File: config.mk
export PLATFORM = sky130hd
export DESIGN_NAME = phase_seq
export DESIGN_NICKNAME = d
export VERILOG_FILES = /design/src/rtl/phase_seq.sv
export SDC_FILE = /design/constraint.sdc
export NUM_CORES = 1
export LEC_CHECK = 0
export ABC_CLOCK_PERIOD_IN_PS = 2800
export CAP_MARGIN = 20
export CORE_ASPECT_RATIO = 1.5
export CORE_MARGIN = 1
export CORE_UTILIZATION = 49
export CTS_BUF_LIST = sky130_fd_sc_hd__clkbuf_8
export CTS_CLUSTER_DIAMETER = 100
export DETAILED_ROUTE_END_ITERATION = 7
export GPL_TIMING_DRIVEN = 0
export PLACE_DENSITY = 0.89
export SLEW_MARGIN = 20
export SYNTH_ARGS = -nofsm -noshare
export SYNTH_HDL_FRONTEND = slang
export SYNTH_SLANG_ARGS = --single-unit
File: constraint.sdc
create_clock -name clk -period 2.8 [get_ports clk]
set_clock_uncertainty 0.15 [all_clocks]
set_input_delay 0.28 -clock clk [delete_from_list [all_inputs] [get_ports clk]]
set_output_delay 0.28 -clock clk [all_outputs]
set_load 0.01 [all_outputs]
File: src/rtl/phase_seq.sv
// Instruction-cycle phase sequencer: run/halt/step/stall control, decoded timing strobes, completed-cycle counter.
// Optional stall watchdog is compiled in when PHASE_SEQ_STALL_WDT_EN is defined.
module phase_seq #(
    parameter int PHASES       = 8,
    parameter int PHASE_W      = 3,
    parameter int FETCH_PHASES = 4,
    parameter int ALU_PHASE    = 6,
    parameter int CNT_W        = 16,
    parameter int STALL_LIMIT  = 255
) (
    input  logic               clk,
    input  logic               reset,
    input  logic               start,
    input  logic               halt,
    input  logic               step,
    input  logic               stall,
    output logic [PHASE_W-1:0] phase,
    output logic               fetch,
    output logic               clk2,
    output logic               alu_en,
    output logic               cycle_start,
    output logic               running,
    output logic [CNT_W-1:0]   instr_cnt,
    output logic               stall_err,
    output logic [1:0]         state_dbg
);

    typedef enum logic [1:0] {
        S_IDLE   = 2'd0,
        S_RUN    = 2'd1,
        S_STEP   = 2'd2,
        S_HALTED = 2'd3
    } state_e;

    localparam logic [PHASE_W-1:0] LAST_V  = PHASE_W'(PHASES - 1);
    localparam logic [PHASE_W-1:0] ALU_V   = PHASE_W'(ALU_PHASE);
    localparam logic [PHASE_W:0]   FETCH_V = (PHASE_W + 1)'(FETCH_PHASES);

    state_e             state_q, state_d;
    logic [PHASE_W-1:0] phase_q, phase_d;
    logic [CNT_W-1:0]   instr_cnt_q, instr_cnt_d;
    logic               halt_pend_q, halt_pend_d;
    logic               alu_en_q, alu_en_d;
    logic               cycle_start_q, cycle_start_d;
    logic               run_q, run_d, adv, stall_eff;

    assign run_q = (state_q == S_RUN) || (state_q == S_STEP);
    assign adv   = run_q && !stall_eff;

`ifdef PHASE_SEQ_STALL_WDT_EN
    localparam int SC_W = $clog2(STALL_LIMIT + 1);

    logic [SC_W-1:0] stall_cnt_q, stall_cnt_d;
    logic            stall_ign_q, stall_ign_d;
    logic            stall_err_q, stall_err_d;

    // Once tripped, stall is masked until the requester drops it for a cycle.
    always_comb begin
        stall_cnt_d = stall_cnt_q;
        stall_ign_d = stall_ign_q;
        stall_err_d = stall_err_q;
        if (!stall) begin
            stall_cnt_d = '0;
            stall_ign_d = 1'b0;
        end else if (run_q && !stall_ign_q) begin
            if (stall_cnt_q == SC_W'(STALL_LIMIT - 1)) begin
                stall_err_d = 1'b1;
                stall_ign_d = 1'b1;
                stall_cnt_d = '0;
            end else begin
                stall_cnt_d = stall_cnt_q + 1'b1;
            end
        end
    end

    always_ff @(posedge clk) begin
        if (reset) begin
            stall_cnt_q <= '0;
            stall_ign_q <= 1'b0;
            stall_err_q <= 1'b0;
        end else begin
            stall_cnt_q <= stall_cnt_d;
            stall_ign_q <= stall_ign_d;
            stall_err_q <= stall_err_d;
        end
    end

    assign stall_eff = stall && !stall_ign_q;
    assign stall_err = stall_err_q;
`else
    logic stall_limit_unused;
    assign stall_limit_unused = (STALL_LIMIT != 0);
    assign stall_eff          = stall;
    assign stall_err          = 1'b0;
`endif

    always_ff @(posedge clk) begin
        if (reset) begin
            state_q       <= S_IDLE;
            phase_q       <= '0;
            instr_cnt_q   <= '0;
            halt_pend_q   <= 1'b0;
            alu_en_q      <= 1'b0;
            cycle_start_q <= 1'b0;
        end else begin
            state_q       <= state_d;
            phase_q       <= phase_d;
            instr_cnt_q   <= instr_cnt_d;
            halt_pend_q   <= halt_pend_d;
            alu_en_q      <= alu_en_d;
            cycle_start_q <= cycle_start_d;
        end
    end

    always_comb begin
        state_d     = state_q;
        phase_d     = phase_q;
        instr_cnt_d = instr_cnt_q;
        halt_pend_d = halt_pend_q;
        unique case (state_q)
            S_IDLE: begin
                if (start) state_d = S_RUN;
            end
            S_RUN, S_STEP: begin
                if (state_q == S_RUN && halt) halt_pend_d = 1'b1;
                if (adv) begin
                    if (phase_q == LAST_V) begin
                        // A halt arriving in the last phase still counts for this wrap.
                        phase_d     = '0;
                        instr_cnt_d = instr_cnt_q + 1'b1;
                        halt_pend_d = 1'b0;
                        if (state_q == S_STEP || halt_pend_q || (state_q == S_RUN && halt))
                            state_d = S_HALTED;
                    end else begin
                        phase_d = phase_q + 1'b1;
                    end
                end
            end
            S_HALTED: begin
                if (start)     state_d = S_RUN;
                else if (step) state_d = S_STEP;
            end
            default: state_d = S_IDLE;
        endcase
        // Strobes fire only when the phase is newly entered, never while held by stall.
        run_d         = (state_d == S_RUN) || (state_d == S_STEP);
        alu_en_d      = run_d && (adv || !run_q) && (phase_d == ALU_V);
        cycle_start_d = run_d && (adv || !run_q) && (phase_d == '0);
    end

    always_comb begin
        phase       = phase_q;
        running     = run_q;
        fetch       = run_q && ({1'b0, phase_q} < FETCH_V);
        clk2        = run_q && !phase_q[0];
        alu_en      = alu_en_q;
        cycle_start = cycle_start_q;
        instr_cnt   = instr_cnt_q;
        state_dbg   = state_q;
    end

endmodule

==> impl_metrics.yaml <==
run_status:
  outcome: "finished, final reports clean"
power_and_ir_drop:
  p_int_w: 0.0005789
  power_density_nw_per_um2: 452.5
  clkPwrFrac: 0.411
  switchingPower_w: 0.0001526
  irDropWorstVdd_v: 0.0002771
  combPwrFrac: 0.109
  cellLeakagePower_nw: 0.5993
  finalPower_w: 0.0007315
  switching_share: 0.2086
  p_seq_frac: 0.480
logic_synthesis:
  synthesis.area_sq_um: 1206
  yosysWarnings: 0
  async_flop_share: 0
  synth_area_leaders: "dfxtp_1 (40%), ha_1 (7.3%), nor2_1 (5.3%)"
  syn_nets: 153
  synth_area_leader_cell: "dfxtp_1"
  synth_top_flop_cell: "dfxtp_1"
  avgSynthCellArea_sq_um: 8.615
  yosys.cell_types.count: 35
  synthCells: 140
  synth-edff-count: 0
  synth-seq-cells: 24
  seq_area_frac_synth: 0.3983
  synth_top_area_frac: 0.3983
worst_setup_path:
  critical_path_required_ns: 2.37
  crit_arrival_ns: 1.96
  worstPathCellList: "inv_1, ha_1, buf_4, nor2b_1, clkdlybuf4s50_1"
  regToRegSetupSlack_ns: 0.47
  critPathKind: "register to output pin"
  worst-path-buf-inv: 3
  crit_family: "buffers and inverters"
  critical-path-slowest-cell: "clkdlybuf4s50_1"
  cp_max_fo: 10
  crit_path_end_kind: "output pin"
  max_stage_delay_ns: 0.54
  cp-start-kind: "register"
clocking:
  ctsHoldBuffers: 0
  clock-root-buffer: "clkbuf_8"
  cts_max_path_buffers: 2
  clkLatencyLatePin_ns: 0.27
  cts_sinks: 24
  htreeDepth: 1
  path_clk_slew_ns: 0.09
  cts_tree: "built"
  cts_resized: 0
  postCtsSetupBuffers: 0
  numCtsBuffers: 3
place:
  dp_hpwl_um: 1833
  placed_cell_area_sq_um: 1545
  gp_congestion: 0.7858
  numPortBuffers: 31
timing:
  min_period_ns: 2.387
  setup_viol: 0
  hold_violations: 0
  clock.fmax_ghz: 0.4190
  fin_crit_sh: 0.8523
  slew_viol_final: 0
  rsz0062_at_grt: "no"
  finalSetupTns_ns: 0
floorplanning:
  dieArea_sq_um: 2668
  io_pins: 33
  rows: 21
  core-area_sq_um: 2286
  die-height_um: 62.77
  die_w_um: 42.51
  initial_core_util: 0.5276
global_routing:
  grt-busiest-layer: "met2"
  use_met1: 0.2591
  use_met3: 0.02890
  antenna_found_initial: 0
  track_usage: 0.2077
  grt_pass1_wl_um: 4367
  overflow: 0
  grt_max_degree: 15
  met2_usage: 0.3538
  grt_pass1_vias: 1001
routing:
  vias_per_cell: 5.500
  drt_drc_violations_left: 0
  ant_nets: 0
  wl_um: 2461
  drtIter0Drc: 18
  vias: 1089
  wire_per_inst_um: 12.43
  firstDrtPassIters: 4
flow_run:
  drv_cap: 0
layout:
  nFillCells: 183
  seq_area_sq_um: 480.5
  area_growth_pct: 34.02
  diodes: 0
  nNetsFinal: 189
  multi_input_area_sq_um: 668.1
  final_area_sq_um: 1617
  drive_above_1_share: 0.06286
worst_hold_path:
  min_path_type: "register to register"
## synthesized netlist by cell type, drive strengths merged, types with 3 or more instances
cell type	n
nor3	8
buf	3
nor2b	4
a21oi	7
dfxtp	24
o21ai	4
or3	4
inv	5
nand3	3
ha	7
nand4	3
and3	3
nor2	17
nand2	11
xnor2	7
xor2	6
clkbuf	3
## sequential cells by signal, indices dropped and copies added (netlist names)
signal	count
alu_en	1
state_dbg	2
halt_pend_q	1
instr_cnt	16
cycle_start	1
phase	3
## worst register-to-register path: stages (launching register included)
cell,delay (ns)
dfxtp_1,0.44
inv_1,0.10
ha_1,0.31
buf_4,0.17
and3b_1,0.19
buf_6,0.14
a211oi_1,0.21
o32a_1,0.22
xor2_1,0.10
nor4_1,0.22
## area by class of cell
class	instances	share of cell area
buffer	6	0.02399
clock inverter	1	0.01858
clock buffer	3	0.02554
timing repair buffer	31	0.1920
tap	23	0.01780
sequential	24	0.2972
multi-input combinational	105	0.4133
inverter	5	0.01161
## layout by cell type, fill, tap and decap left out, drive strengths merged, types with 4 or more instances in the layout
cell type      count
clkdlybuf4s50     31
dfxtp             24
nor2              17
nand2             11
nor3               8
a21oi              7
xnor2              7
ha                 7
xor2               6
clkbuf             6
inv                5
nor2b              4
or3                4
o21ai              4
## logic make-up after synthesis
logic type,count (synthesis),share of synthesized area
XOR/XNOR,13,0.09440
AO/OA/AOI/OAI,19,0.09751
flip-flops,24,0.3983
multiplexers,1,0.008299
other,1,0.003109
buffers and inverters,11,0.04771
AND/OR/NAND/NOR,64,0.2780
adder cells (fa/ha/maj),7,0.07261
## metrics by stage
| step | cells | worst slack [ns] | util | hold WS, ns |
|---|---|---|---|---|
| 6_report | 198 | 0.4135 | 0.7072 | 0.3688 |
| 5_1_grt | 198 | 0.2920 | 0.7072 | 0.3998 |
| 4_1_cts | 198 | 0.4153 | 0.7072 | 0.3727 |
| 3_5_place_dp | 194 | 0.5205 | 0.6760 | 0.3622 |
| 3_3_place_gp | 194 | 0.5407 | 0.6760 | 0.3382 |
| 2_1_floorplan | 140 | 0.5878 | - | 0.2016 |
## final timing paths
kind                 from      endpoint  depth (start not counted)
max          state_dbg[0]          clk2                          5
min          instr_cnt[8]  instr_cnt[8]                          2
max reg2reg  state_dbg[0]   cycle_start                          9
min reg2reg  instr_cnt[8]  instr_cnt[8]                          2
## layer usage
layer	share of wire	vias up
met5	0	-
met4	0.015	0
met3	0.043	5
met2	0.52	34
met1	0.42	503
li1	-	547
## power by group through the flow
stage               Clock [W]  Sequential (W)  Combinational, W
floorplan                   0        0.000360         0.0000432
global placement            0        0.000359         0.0000775
detailed placement          0        0.000359         0.0000796
CTS                  0.000305        0.000351         0.0000802
global route         0.000325        0.000352         0.0000880
finish               0.000300        0.000351         0.0000799
No activity file was read; power rests on OpenSTA's default activity.
